`src/rtl/midi_pkg.sv`:
```
// Shared MIDI constants, FSM state type and byte-class helpers for the MIDI transmitter.
package midi_pkg;

  localparam int unsigned MIDI_BAUD  = 31250;
  localparam logic [7:0]  SYX_START  = 8'hF0;
  localparam logic [7:0]  SYX_EDU_ID = 8'h7D;
  localparam logic [7:0]  SYX_END    = 8'hF7;
  localparam logic [7:0]  IDLE_MARK  = 8'hFF;

  typedef enum logic [2:0] {
    IDLE  = 3'd0,
    LOAD  = 3'd1,
    START = 3'd2,
    DATA  = 3'd3,
    STOP  = 3'd4
  } midi_state_e;

  // Channel voice/mode status bytes are the ones eligible for running status.
  function automatic logic is_channel_status(input logic [7:0] b);
    return (b >= 8'h80) && (b <= 8'hEF);
  endfunction

  function automatic logic is_system_common(input logic [7:0] b);
    return (b >= SYX_START) && (b <= SYX_END);
  endfunction

endpackage

```
`src/rtl/midi_baud_gen.sv`:
```
// Bit-period tick generator: counts 0..DIV-1 and flags the last cycle of each period.
module midi_baud_gen #(
  parameter int unsigned DIV = 1600
) (
  input  logic clk_i,
  input  logic reset_reg_N,
  input  logic clr_i,
  output logic tick_o
);

  localparam int unsigned   CW   = (DIV > 1) ? $clog2(DIV) : 1;
  localparam logic [CW-1:0] LAST = CW'(DIV - 1);

  logic [CW-1:0] cnt_q, cnt_d;
  logic          tick_q, tick_d;

  // Next count and a tick that is registered yet still coincides with cnt_q == LAST.
  always_comb begin
    if (clr_i) begin
      cnt_d = '0;
    end else if (cnt_q == LAST) begin
      cnt_d = '0;
    end else begin
      cnt_d = cnt_q + CW'(1);
    end
    tick_d = !clr_i && (cnt_d == LAST);
  end

  // Counter and tick registers.
  always_ff @(posedge clk_i or negedge reset_reg_N) begin
    if (!reset_reg_N) begin
      cnt_q  <= '0;
      tick_q <= 1'b0;
    end else begin
      cnt_q  <= cnt_d;
      tick_q <= tick_d;
    end
  end

  assign tick_o = tick_q;

endmodule

```
`src/rtl/midi_tx_uart.sv`:
```
// MIDI 8N1 serial transmitter fed by a byte source through a falling-edge fetch strobe.
// Optional running-status suppression: define MIDI_TX_RUNNING_STATUS_EN.
module midi_tx_uart
  import midi_pkg::*;
#(
  parameter int unsigned CLK_HZ = 50_000_000,
  parameter int unsigned BAUD   = MIDI_BAUD
) (
  input  logic       clk,
  input  logic       reset_reg_N,
  input  logic       tx_active,
  input  logic [7:0] midi_out_data,
  output logic       midi_out_ready,
  output logic       midi_txd,
  output logic       tx_busy
);

  localparam int unsigned DIV = CLK_HZ / BAUD;

  midi_state_e state_q;
  logic [7:0]  shift_q;
  logic [2:0]  bit_q;
  logic        ready_q;
  logic        ready_hold_q;
  logic        txd_q;
  logic        busy_q;
  logic        skip_s;
  logic        baud_clr_s;
  logic        baud_tick_s;

  assign baud_clr_s = (state_q == LOAD);

  midi_baud_gen #(.DIV(DIV)) u_baud (
    .clk_i       (clk),
    .reset_reg_N (reset_reg_N),
    .clr_i       (baud_clr_s),
    .tick_o      (baud_tick_s)
  );

`ifdef MIDI_TX_RUNNING_STATUS_EN
  logic [7:0] status_q;

  assign skip_s = (shift_q == IDLE_MARK) ||
                  (is_channel_status(shift_q) && (shift_q == status_q));

  // Running-status register: follows transmitted channel status, cleared by system common.
  always_ff @(posedge clk or negedge reset_reg_N) begin
    if (!reset_reg_N) begin
      status_q <= 8'h00;
    end else if ((state_q == LOAD) && !skip_s) begin
      if (is_channel_status(shift_q)) begin
        status_q <= shift_q;
      end else if (is_system_common(shift_q)) begin
        status_q <= 8'h00;
      end else begin
        status_q <= status_q;
      end
    end else begin
      status_q <= status_q;
    end
  end
`else
  assign skip_s = (shift_q == IDLE_MARK);
`endif

  // Frame FSM; the byte is captured on the edge entering LOAD, before the source
  // reacts to the ready fall. IDLE waits for ready to recover so that a skipped
  // byte still leaves a distinct falling edge for the following fetch.
  always_ff @(posedge clk or negedge reset_reg_N) begin
    if (!reset_reg_N) begin
      state_q      <= IDLE;
      shift_q      <= 8'h00;
      bit_q        <= 3'd0;
      ready_q      <= 1'b1;
      ready_hold_q <= 1'b0;
      txd_q        <= 1'b1;
      busy_q       <= 1'b0;
    end else begin
      ready_q      <= ~ready_hold_q;
      ready_hold_q <= 1'b0;
      case (state_q)
        IDLE: begin
          if (tx_active && ready_q) begin
            state_q      <= LOAD;
            shift_q      <= midi_out_data;
            bit_q        <= 3'd0;
            ready_q      <= 1'b0;
            ready_hold_q <= 1'b1;
          end else begin
            state_q <= IDLE;
          end
        end
        LOAD: begin
          bit_q <= 3'd0;
          if (skip_s) begin
            state_q <= IDLE;
          end else begin
            state_q <= START;
            txd_q   <= 1'b0;
            busy_q  <= 1'b1;
          end
        end
        START: begin
          if (baud_tick_s) begin
            state_q <= DATA;
            txd_q   <= shift_q[0];
            shift_q <= {1'b0, shift_q[7:1]};
          end else begin
            state_q <= START;
          end
        end
        DATA: begin
          if (baud_tick_s) begin
            if (bit_q == 3'd7) begin
              state_q <= STOP;
              txd_q   <= 1'b1;
            end else begin
              bit_q   <= bit_q + 3'd1;
              txd_q   <= shift_q[0];
              shift_q <= {1'b0, shift_q[7:1]};
            end
          end else begin
            state_q <= DATA;
          end
        end
        STOP: begin
          if (baud_tick_s) begin
            state_q <= IDLE;
            busy_q  <= 1'b0;
          end else begin
            state_q <= STOP;
          end
        end
        default: begin
          state_q <= IDLE;
          txd_q   <= 1'b1;
          busy_q  <= 1'b0;
        end
      endcase
    end
  end

  assign midi_out_ready = ready_q;
  assign midi_txd       = txd_q;
  assign tx_busy        = busy_q;

endmodule
```
`config.mk`:
```
export PLATFORM = sky130hd
export DESIGN_NAME = midi_tx_uart
export DESIGN_NICKNAME = d
export VERILOG_FILES = /design/src/rtl/midi_pkg.sv /design/src/rtl/midi_baud_gen.sv /design/src/rtl/midi_tx_uart.sv
export SDC_FILE = /design/constraint.sdc
export NUM_CORES = 1
export LEC_CHECK = 0
export BUFFER_PORTS_ARGS = -buffer_cell sky130_fd_sc_hd__buf_2
export CAP_MARGIN = 20
export CORE_MARGIN = 3
export CORE_UTILIZATION = 58
export CTS_CLUSTER_SIZE = 16
export DETAILED_ROUTE_END_ITERATION = 8
export PLACE_DENSITY = 0.74
export RECOVER_POWER = 100
export SLEW_MARGIN = 20
export SYNTH_ARGS = -nofsm -noshare
export SYNTH_HDL_FRONTEND = slang
export SYNTH_SLANG_ARGS = --single-unit
```
`constraint.sdc`:
```
create_clock -name clk -period 1.9 [get_ports clk]
set_clock_uncertainty 0.05 [all_clocks]
set_input_delay 0.38 -clock clk [delete_from_list [all_inputs] [get_ports clk]]
set_output_delay 0.38 -clock clk [all_outputs]
set_load 0.05 [all_outputs]
```
### Word-level counts from Yosys, hierarchy flattened

Index checks and enable logic that the tools add are counted.
Widths: inputs -> output; s select.

| operators by class | value |
|---|---|
| add/subtract/negate cells | 2 |
| equality and inequality tests | 15 |
| multiplexer cells | 30 |
| bitwise logic cells | 3 |
| reductions and logical operators | 12 |

Operator list:

| operator | number |
|---|---|
| $mux 8 | 4 |
| $pmux 8 s3 | 1 |
| $eq 11x11->1 const B | 2 |
| $mux 11 | 2 |
| $mux 3 | 6 |
| $pmux 3 s5 | 1 |
| $mux 1 | 12 |
| $add 11x1->11 const B | 1 |
| $pmux 3 s3 | 1 |
| $eq 8x8->1 const B | 1 |
| $reduce_and 4->1 | 2 |
| $eq 3x2->1 const B | 2 |
| $eq 3x3->1 const B | 2 |
| $ne 2x1->1 const B | 3 |
| $ne 2x2->1 const B | 3 |
| $reduce_bool 3->1 | 2 |
| $reduce_and 5->1 | 1 |
| $pmux 1 s4 | 1 |
| $add 3x1->3 const B | 1 |
| $eq 3x1->1 const B | 1 |
| $logic_not 3->1 | 1 |
| $ne 3x3->1 const B | 1 |
| $not 1->1 | 3 |
| $pmux 1 s3 | 1 |
| 6 further kinds | 7 |

| storage, ports and cells | value |
|---|---|
| register bits | 30 |
| input bits | 11 |

### Depth between registers and ports, before layout

Gate-level depths: netlist of run 1.

| depth | value |
|---|---|
| depth after elaboration | 5 |
| gate-level depth with buffers | 6 |
| gate-level depth less buffers | 6 |

### Modules after synthesis

A second synthesis of run 1 with hierarchy kept.

| second synthesis, totals | value |
|---|---|
| cell total of the unflattened synthesis | 136 |
| area total of the unflattened synthesis | 1,541.5 µm² |

By module, submodules not included:

| module | times used | area an instance (µm²) | cells an instance |
|---|---|---|---|
| midi_tx_uart | 1 | 932.1 | 79 |
| midi_baud_gen | 1 | 609.3 | 57 |

### Worst setup path after synthesis of run 1

No wires, ideal clock.

| timing path | value |
|---|---|
| kind | register -> register |
| start | reg bit_q[0] |
| end | reg shift_q[0] |
| period minus slack after synthesis | 1.774 ns |
| slack | 0.126 ns |
| data arrival time | 1.599 ns |
| stages on the path, launching flop included | 7 |
| cells stage by stage | dfrtp_1 ha_1 ha_1 nor2b_1 nand2_1 a21oi_4 mux2_2 |

| on the way | value |
|---|---|
| longest elaborated chain between the ends | 3 |

Ends and longest elaborated chain:

| element | line | source |
|---|---|---|
| start: declaration | midi_tx_uart.sv:22 | `logic [2:0] bit_q;` |
| start signal: assignment | midi_tx_uart.sv:118 | `bit_q <= bit_q + 3'd1;` |
| $eq 3x3->1 | midi_tx_uart.sv:114 | `if (bit_q == 3'd7) begin` |
| $ne 2x2->1 (no source line) | -- |  |
| $reduce_and 5->1 (no source line) | -- |  |
| end signal: assignment | midi_tx_uart.sv:85 | `shift_q <= midi_out_data;` |
| end signal: assignment | midi_tx_uart.sv:107 | `shift_q <= {1'b0, shift_q[7:1]};` |
| end signal: assignment | midi_tx_uart.sv:120 | `shift_q <= {1'b0, shift_q[7:1]};` |
| end: declaration | midi_tx_uart.sv:21 | `logic [7:0] shift_q;` |

Every way passes these cells.
A chain may end at the register's enable or synchronous reset.

### Final worst setup path of run 1

| timing path | value |
|---|---|
| start | reg bit_q[0] |
| end | reg shift_q[2] |

Same word-level chain as after synthesis.

==> results of run 1 <==
[worst register-to-register path: stages (launching register included)]
cell	delay, ns
dfrtp_1	0.41
ha_1	0.21
ha_2	0.18
nor2b_2	0.11
nand2_1	0.10
a21oi_4	0.20
buf_12	0.14
mux2_2	0.33
[metrics by stage]
stage | cells | util [%] | hold WS [ns]
floorplan | 151 | - | 0.03441
global placement | 193 | 66.96 | 0.3040
detailed placement | 193 | 66.96 | 0.3165
CTS | 201 | 69.30 | 0.02341
global route | 204 | 70.71 | 0.2429
finish | 204 | 70.71 | 0.2190
[final timing paths]
check | endpoint | slack [ns] | cells past startpoint
min in group asynchronous | u_baud.cnt_q[4]$_DFF_PN0_ | 0.35 | 1
hold reg to reg | midi_out_ready$_DFF_PN1_ | 0.33 | 1
hold / removal | shift_q[7]$_DFFE_PN0P_ | 0.22 | 3
setup reg to reg | shift_q[2]$_DFFE_PN0P_ | 0.08 | 7
max in group asynchronous | u_baud.cnt_q[8]$_DFF_PN0_ | 0.54 | 1
setup / recovery | shift_q[2]$_DFFE_PN0P_ | 0.08 | 7
[registers in the layout, indices dropped and copies added, names as in the netlist]
signal / cells
shift_q: 8
u_baud.tick_o: 1
midi_txd: 1
state_q: 3
midi_out_ready: 1
u_baud.cnt_q: 11
ready_hold_q: 1
tx_busy: 1
bit_q: 3
[kinds of logic after synthesis]
| logic type | count (synthesis) |
|---|---|
| simple gates | 57 |
| flops | 30 |
| compound gates | 25 |
| mux | 16 |
| buf+inv | 12 |
| xor+xnor | 8 |
| fa+ha+maj | 3 |
[power by group]
part | switching (uW) | internal, uW | total (uW)
Combinational | 372 | 405 | 776
Sequential | 214 | 817 | 1030
Clock | 224 | 179 | 403
[cell usage after synthesis, drive strengths merged (3+ instances only)]
| library cell | instances | share of area, % |
|---|---|---|
| buf | 4 | 2.4 |
| xnor2 | 5 | 2.7 |
| a21oi | 6 | 2.5 |
| a21o | 3 | 1.4 |
| mux2 | 14 | 9.7 |
| dfrtp | 28 | 43 |
| inv | 7 | 1.6 |
| nor3 | 4 | 1.5 |
| xor2 | 3 | 1.6 |
| nor2 | 15 | 3.5 |
| nand4 | 4 | 2.5 |
| ha | 3 | 2.3 |
| nand2 | 11 | 2.5 |
| nor2b | 3 | 1.2 |
| nand3 | 6 | 1.8 |
| o21ai | 5 | 1.5 |
| nor4 | 3 | 1.5 |
[cell type report]
type	instances	area, um^2
Timing Repair Buffer	20	123.9
Clock inverter	1	5.005
Sequential cell	30	753.2
Inverter	7	26.28
Fill cell	197	752.0
Clock buffer	7	55.05
Multi-Input combinational cell	109	814.5
Tap cell	30	37.54
[metal layers]
| layer | up-vias | track usage (%) | part of all wire (%) |
|---|---|---|---|
| li1 | 577 | - | - |
| met1 | 580 | 25.77 | 44 |
| met2 | 36 | 31.55 | 48 |
| met3 | 8 | 4.793 | 6.0 |
| met4 | 0 | 11.65 | 1.6 |
| met5 | - | 0 | 0 |
[repair_timing]
item                       in CTS  in global routing
gates cloned                    0                  0
resized for setup               0                  6
buffers inserted                0                  3
pin swaps                       1                  1
setup endpoints to repair       1                  7
==> results.cfg, run 1 <==
[worst_setup_path]
reg2reg_from = bit_q[0]$_DFFE_PN0P_
cp_cell_sequence = ha_1, ha_2, nor2b_2, nand2_1, a21oi_4, buf_12, mux2_2
cp_slowest_cell = dfrtp_1
worstSetupStartpointType = register
worstPathArrival_ns = 2.01
crit_start = bit_q[0]$_DFFE_PN0P_
required_ns = 2.09
path_buf_inv = 1
crit_family = flip-flops
worstSetupEndpointType = register
path_max_fanout = 8
max_stage_delay_ns = 0.41
critPathKind = register to register

[yosys]
syn_area_mm2 = 0.001629
ys_seq_elements = 30
synthAdderAreaFrac_pct = 2.304
synth_flop_cell = dfrtp_1
synth_compound_area_share_pct = 11.37
synth_edf_count = 0
synthMuxAreaShare_pct = 10.91
syn_inst = 151
synthDistinctLibCells = 45
synth-simple-area-share_pct = 20.66
synth_top_family_by_area = simple AND/OR/NAND/NOR gates
synth_fp_nets = 165
yosysWarnings = 0
synth_xor_xnor_area_share_pct = 4.301
async_flop_share_pct = 100.0
yosysSeqAreaShare_pct = 46.24
syn_avg_cell_area_um2 = 10.79

[clock_tree]
clock_latency_ns = 0.35
cts.clk_slew.worst_paths_ns = 0.10
postCtsHoldBufs = 0
htree_num_levels = 2
cts_buffers = 5
tritoncts = done
clockRootBuffer = clkbuf_4
cts.sinks = 30
clockBufferDepth = 2

[sta]
period_needed_ns = 1.821
hold_violations = 0
tns_ns = 0
relSlewSlack_pct = -3.507
max_freq_mhz = 549.1
slew_violations = 31
final.period_utilization_pct = 95.86
finalSetupViolCount = 0
fin_ws_ns = 0.07867
worstMarginPinSlew_ns = 1.553
rsz0062_at_grt = false

[cells_and_area]
layout_common_cells = 28 x dfrtp_1, 15 x nor2_1, 11 x nand2_1, 10 x mux2_2, 9 x buf_2
final_common_cell = dfrtp_1
layout.nets = 187
design_area_mm2 = 0.001815
antenna_cells_inserted = 0
area_growth_pct = 11.44
layout-drive-gt1-share_pct = 29.31

[routing]
drcViolationCount = 0
num_vias = 1201
initialDrtViolationCount = 72
antenna_left = 0
avgRoutedWirePerCell_um = 15.49
firstDrtPassIters = 4
viasPerCell = 5.887
finalWirelength_mm = 3.159

[run_status]
violations = capacitance limit, slew limit
status = complete, but fails checks

[global_routing]
grt_usage_pct = 20.28
grt_overflow = 0
first_global_vias = 1243
grt_pass1_wl_mm = 5.264
antenna_found_initial = 0
grt_max_degree = 31

[placement]
post-place-ws_ns = 0.007751
gp_congestion = 0.7909
portBuffers = 13
place_area_mm2 = 0.001719
dp_hpwl_mm = 2.221

[pwr]
p_leak_uw = 0.0008138
power_uw = 2211
vdd_drop_max_v = 0.001113
cellPowerDensity_mw_per_mm2 = 1218

[flow_run]
drv_cap = 1

[floorplan]
fp.dieH_um = 59.00
core_area_mm2 = 0.002567
dieArea_mm2 = 0.003480
initial_utilization_pct = 63.45
die_w_um = 59.00
pin_count = 14
rows = 18

[worst_hold_path]
hp-start = midi_out_data[7]
worstHoldPathType = input pin to register
No activity file was read; power rests on OpenSTA's default activity.
==> inputs of run 2 (changes only) <==
--- a/config.mk
+++ b/config.mk
@@ -5,15 +5,17 @@
 export SDC_FILE = /design/constraint.sdc
 export NUM_CORES = 1
 export LEC_CHECK = 0
+export ABC_AREA = 1
 export BUFFER_PORTS_ARGS = -buffer_cell sky130_fd_sc_hd__buf_2
 export CAP_MARGIN = 20
 export CORE_MARGIN = 3
 export CORE_UTILIZATION = 58
+export CTS_BUF_LIST = sky130_fd_sc_hd__clkbuf_16
 export CTS_CLUSTER_SIZE = 16
 export DETAILED_ROUTE_END_ITERATION = 8
 export PLACE_DENSITY = 0.74
 export RECOVER_POWER = 100
-export SLEW_MARGIN = 20
+export SLEW_MARGIN = 10
 export SYNTH_ARGS = -nofsm -noshare
 export SYNTH_HDL_FRONTEND = slang
 export SYNTH_SLANG_ARGS = --single-unit
==> results.cfg, run 2 <==
[clock_tree]
tritoncts = done
htree_num_levels = 2
cts_setup_buffers = 0
postCtsHoldBufs = 0
cts.clk_slew.worst_paths_ns = 0.05
clockBufferDepth = 2
cts.sinks = 30
clockRootBuffer = clkbuf_16
cts_buffers = 5
clock_latency_ns = 0.27
cts_resized = 0

[cells_and_area]
antenna_cells_inserted = 0
area_growth_pct = 12.35
largest_reg_flops = 11
final_common_cell = nand2_1
layout_common_cells = 54 x nand2_1, 30 x inv_1, 28 x dfrtp_1, 25 x nor2_1, 14 x nand3_1
seq_area_um2 = 753.2
multiInputGateArea_um2 = 714.4
top_register = u_baud.cnt_q
largestRegisters = u_baud.cnt_q (11), shift_q (8)
layout-drive-gt1-share_pct = 13.72
fillerInstances = 211
layout.nets = 239

[pwr]
power_uw = 2789
cellPowerDensity_mw_per_mm2 = 1522
p_leak_uw = 0.0009477
vdd_drop_max_v = 0.001152

[placement]
post-place-ws_ns = 0.2734
portBuffers = 13
gp_congestion = 0.8820
dp_hpwl_mm = 2.303

[yosys]
syn_area_mm2 = 0.001632
syn_inst = 207
synth_area_leaders = dfrtp_1 43%, nand2_1 12%, inv_1 6.0%, nor2_1 5.1%, nand3_1 4.3%
yosysWarnings = 0
syn_avg_cell_area_um2 = 7.882
synth_top_cell_by_area = dfrtp_1
synth_flop_cell = dfrtp_1
synth_top_area_share_pct = 42.94
synth_fp_nets = 221
ys_seq_elements = 30
synthDistinctLibCells = 28
synth.most_common_cell = nand2_1
async_flop_share_pct = 100.0
synthTopCellsByCount = 52 x nand2_1, 28 x dfrtp_1, 26 x inv_1, 22 x nor2_1, 14 x nand3_1
yosysSeqAreaShare_pct = 46.17
synth_edf_count = 0

[worst_setup_path]
cp_cell_sequence = clkbuf_1
path_max_fanout = 2
cp_slowest_cell = dfstp_2
max_stage_delay_ns = 0.52
crit_family = flip-flops
required_ns = 1.47
worstSetupStartpointType = register
path_buf_inv = 1
worstPathArrival_ns = 1.26
critPathKind = register to output pin
worstSetupEndpointType = output pin

[global_routing]
grt_usage_pct = 20.43
first_global_vias = 1222
grt_max_degree = 31
antenna_found_initial = 0
grt_pass1_wl_mm = 5.216
grt_overflow = 0

[routing]
antenna_left = 0
initialDrtViolationCount = 59
drcViolationCount = 0
viasPerCell = 5.320
avgRoutedWirePerCell_um = 12.12
finalWirelength_mm = 3.103
num_vias = 1362
firstDrtPassIters = 4

[sta]
rsz0062_at_grt = false
worstMarginPinSlew_ns = 1.582
max_freq_mhz = 593.4
fin_ws_ns = 0.2147
final.period_utilization_pct = 88.70
fin_hold_ws_ns = 0.3051
slew_violations = 31
tns_ns = 0
relSlewSlack_pct = -5.459
finalSetupViolCount = 0
period_needed_ns = 1.685
hold_violations = 0

[floorplan]
die_w_um = 59.04
initial_utilization_pct = 63.55
rows = 18
fp.dieH_um = 59.04
dieArea_mm2 = 0.003486
core_area_mm2 = 0.002567
pin_count = 14

[flow_run]
drv_cap = 1

[run_status]
status = complete, but fails checks
violations = capacitance limit, slew limit

[worst_hold_path]
worstHoldPathType = input pin to register
==> run 2: per-layer routing <==
| layer | vias to the layer above | track usage (%) | routed length (um) |
|---|---|---|---|
| met5 | - | 0 | 0 |
| met4 | 0 | 7.767 | 52 |
| met3 | 7 | 5.882 | 137 |
| met2 | 37 | 29.81 | 1352 |
| met1 | 616 | 28.75 | 1561 |
| li1 | 702 | - | - |
==> run 2: worst paths after layout <==
check | start | end | slack, ns | cells after the start
worst max-delay path | midi_txd$_DFFE_PN1P_ | midi_txd | 0.21 | 1
worst max register to register | state_q[1]$_DFFE_PN0P_ | u_baud.tick_o$_DFF_PN0_ | 0.26 | 8
min in group asynchronous | reset_reg_N | ready_hold_q$_DFF_PN0_ | 0.45 | 1
worst min register to register | ready_hold_q$_DFF_PN0_ | midi_out_ready$_DFF_PN1_ | 0.33 | 1
worst min-delay path | midi_out_data[7] | shift_q[7]$_DFFE_PN0P_ | 0.31 | 3
max in group asynchronous | reset_reg_N | state_q[1]$_DFFE_PN0P_ | 0.43 | 1
==> run 2: cells by family (layout without fill, tap and decap cells) <==
logic type | after synthesis | after routing | share of synthesized area (%)
AND/OR/NAND/NOR | 113 | 113 | 32.98
buffers and inverters | 37 | 56 | 8.972
flip-flops | 30 | 30 | 46.17
AO/OA/AOI/OAI | 23 | 23 | 9.048
adder cells (fa/ha/maj) | 3 | 3 | 2.301
XOR/XNOR | 1 | 1 | 0.5369
==> run 2: layout make-up <==
class	count	area share, %
inverters	35	7.167
clock inverters	3	0.6143
flip-flops and latches	30	41.09
clock buffers	5	6.826
multi-input cells	140	38.98
repair buffers	13	3.276
well taps	30	2.048
==> run 2: where the power goes <==
group,total (uW),internal (uW),switching (uW)
logic,1060,339,725
clock network,716,468,248
registers,1010,861,149
total,2790,1670,1120
==> run 2: stage by stage <==
step           util, %  instances  area [um^2]
2_1_floorplan        -        207         1632
6_report         71.39        256         1833
3_3_place_gp     66.96        248         1719
5_1_grt          71.39        256         1833
3_5_place_dp     66.96        248         1719
4_1_cts          72.27        256         1856
==> inputs of run 3 (changes only) <==
--- a/config.mk
+++ b/config.mk
@@ -8,12 +8,13 @@
 export ABC_AREA = 1
 export BUFFER_PORTS_ARGS = -buffer_cell sky130_fd_sc_hd__buf_2
 export CAP_MARGIN = 20
+export CORE_ASPECT_RATIO = 2
 export CORE_MARGIN = 3
-export CORE_UTILIZATION = 58
+export CORE_UTILIZATION = 60
 export CTS_BUF_LIST = sky130_fd_sc_hd__clkbuf_16
 export CTS_CLUSTER_SIZE = 16
 export DETAILED_ROUTE_END_ITERATION = 8
-export PLACE_DENSITY = 0.74
+export PLACE_DENSITY = 0.76
 export RECOVER_POWER = 100
 export SLEW_MARGIN = 10
 export SYNTH_ARGS = -nofsm -noshare
==> constraint.sdc (replaced) <==
create_clock -name clk -period 2 [get_ports clk]
set_clock_uncertainty 0.05 [all_clocks]
set_input_delay 0.4 -clock clk [delete_from_list [all_inputs] [get_ports clk]]
set_output_delay 0.4 -clock clk [all_outputs]
set_load 0.05 [all_outputs]
==> results.cfg, run 3 (synthesized netlist as in run 2, its figures left out) <==
[cells_and_area]
seq_area_um2 = 753.2
top_register = u_baud.cnt_q
largest_reg_flops = 11
multiInputGateArea_um2 = 689.4
final_cells = 254
final_common_cell = nand2_1
fillerInstances = 240
design_area_mm2 = 0.001808
layout_common_cells = 56 x nand2_1, 29 x inv_1, 28 x dfrtp_1, 26 x nor2_1, 15 x nand3_1
largestRegisters = u_baud.cnt_q (11), shift_q (8)
area_growth_pct = 10.81
layout.nets = 239
layout-drive-gt1-share_pct = 12.83
antenna_cells_inserted = 0

[routing]
finalWirelength_mm = 3.415
firstDrtPassIters = 5
num_vias = 1384
drcViolationCount = 0
initialDrtViolationCount = 21
viasPerCell = 5.449
avgRoutedWirePerCell_um = 13.44
antenna_left = 0

[clock_tree]
cts_setup_buffers = 0
htree_num_levels = 2
postCtsHoldBufs = 0
cts_resized = 0
cts.clk_slew.worst_paths_ns = 0.05
cts.sinks = 30
cts_buffers = 5
clockRootBuffer = clkbuf_16
tritoncts = done
clockBufferDepth = 2
clock_latency_ns = 0.27

[sta]
relSlewSlack_pct = -3.449
hold_violations = 0
final.period_utilization_pct = 89.45
finalSetupViolCount = 0
period_needed_ns = 1.789
rsz0062_at_grt = false
max_freq_mhz = 559.0
worstMarginPinSlew_ns = 1.552
fin_ws_ns = 0.2109
tns_ns = 0
slew_violations = 31

[pwr]
p_sw_uw = 1076
p_leak_uw = 0.0009445
power_uw = 2648
vdd_drop_max_v = 0.001104
cellPowerDensity_mw_per_mm2 = 1465
p_int_uw = 1572
swShare_pct = 40.62
p_comb_share_pct = 37.5
clkPwrFrac_pct = 26.3
pwr-share-seq_pct = 36.2

[worst_setup_path]
crit_start = state_q[2]$_DFFE_PN0P_
crit_family = simple AND/OR/NAND/NOR gates
cp_slowest_cell = dfrtp_1
required_ns = 2.10
worstSetupStartpointType = register
critPathKind = register to register
cp_cell_sequence = inv_1, nand2_1, nor2_1, nand2_1, nand3_1, nor2_8, o211ai_1, o21ai_2
worstPathArrival_ns = 1.89
max_stage_delay_ns = 0.42
path_max_fanout = 16
cp_common_cell = nand2_1
worstSetupEndpointType = register
path_buf_inv = 1
reg2reg_from = state_q[2]$_DFFE_PN0P_

[floorplan]
initial_utilization_pct = 63.49
pin_count = 14
rows = 26
dieArea_mm2 = 0.003419
core_area_mm2 = 0.002570
fp.dieH_um = 79.75
die_w_um = 42.88

[global_routing]
grt_overflow = 0
first_global_vias = 1384
grt_pass1_wl_mm = 5.782
grt_max_degree = 31
grt_usage_pct = 22.73
antenna_found_initial = 0

[worst_hold_path]
hp-start = ready_hold_q$_DFF_PN0_
worstHoldPathType = register to register

[placement]
gp_congestion = 0.9062
portBuffers = 13
placed_cells = 246
place_area_mm2 = 0.001717
post-place-ws_ns = 0.4007
dp_hpwl_mm = 2.596

[flow_run]
drv_cap = 1

[run_status]
violations = capacitance limit, slew limit
status = complete, but fails checks
[run 3: cell count changes in the layout (fill, tap and decap cells not counted), moves of 2 or more]
cell	delta
o21ai_0	-3
nand2_1	+2
o21ai_1	+3
clkinv_2	+2
[run 3: power by group through the flow]
| stage | Sequential [uW] | Clock (uW) | Combinational (uW) |
|---|---|---|---|
| global route | 983 | 729 | 1120 |
| finish | 958 | 696 | 994 |
| global placement | 958 | 0 | 1020 |
| detailed placement | 973 | 0 | 1060 |
| floorplan | 1050 | 0 | 779 |
| CTS | 963 | 705 | 1070 |
[run 3: metrics by stage]
step	utilization (%)	hold WS, ns
floorplan	-	0.05441
global placement	66.80	0.2972
detailed placement	66.80	0.3013
CTS	72.20	0.1197
global route	70.35	0.3319
finish	70.35	0.3044
[run 3: per-layer routing]
layer,vias to the layer above,track usage [%],wire length [um]
met5,-,0,0
met4,0,13.40,116
met3,10,5.192,95
met2,26,41.87,1981
met1,648,21.71,1221
li1,700,-,-
[run 3: path summary, 6_finish.rpt]
check | endpoint | slack (ns) | cells past startpoint
setup / recovery | shift_q[5]$_DFFE_PN0P_ | 0.21 | 8
hold / removal | midi_out_ready$_DFF_PN1_ | 0.30 | 1
setup reg to reg | shift_q[5]$_DFFE_PN0P_ | 0.21 | 8
hold reg to reg | midi_out_ready$_DFF_PN1_ | 0.30 | 1
max in group asynchronous | bit_q[1]$_DFFE_PN0P_ | 0.54 | 1
min in group asynchronous | u_baud.cnt_q[0]$_DFF_PN0_ | 0.45 | 1
[run 3: cell type report]
| cell class | count | area share, % |
|---|---|---|
| clock buffers | 5 | 6.920 |
| clock inverters | 3 | 0.7612 |
| inverters | 35 | 7.266 |
| multi-input cells | 140 | 38.13 |
| flip-flops and latches | 30 | 41.66 |
| well taps | 28 | 1.938 |
| repair buffers | 13 | 3.322 |
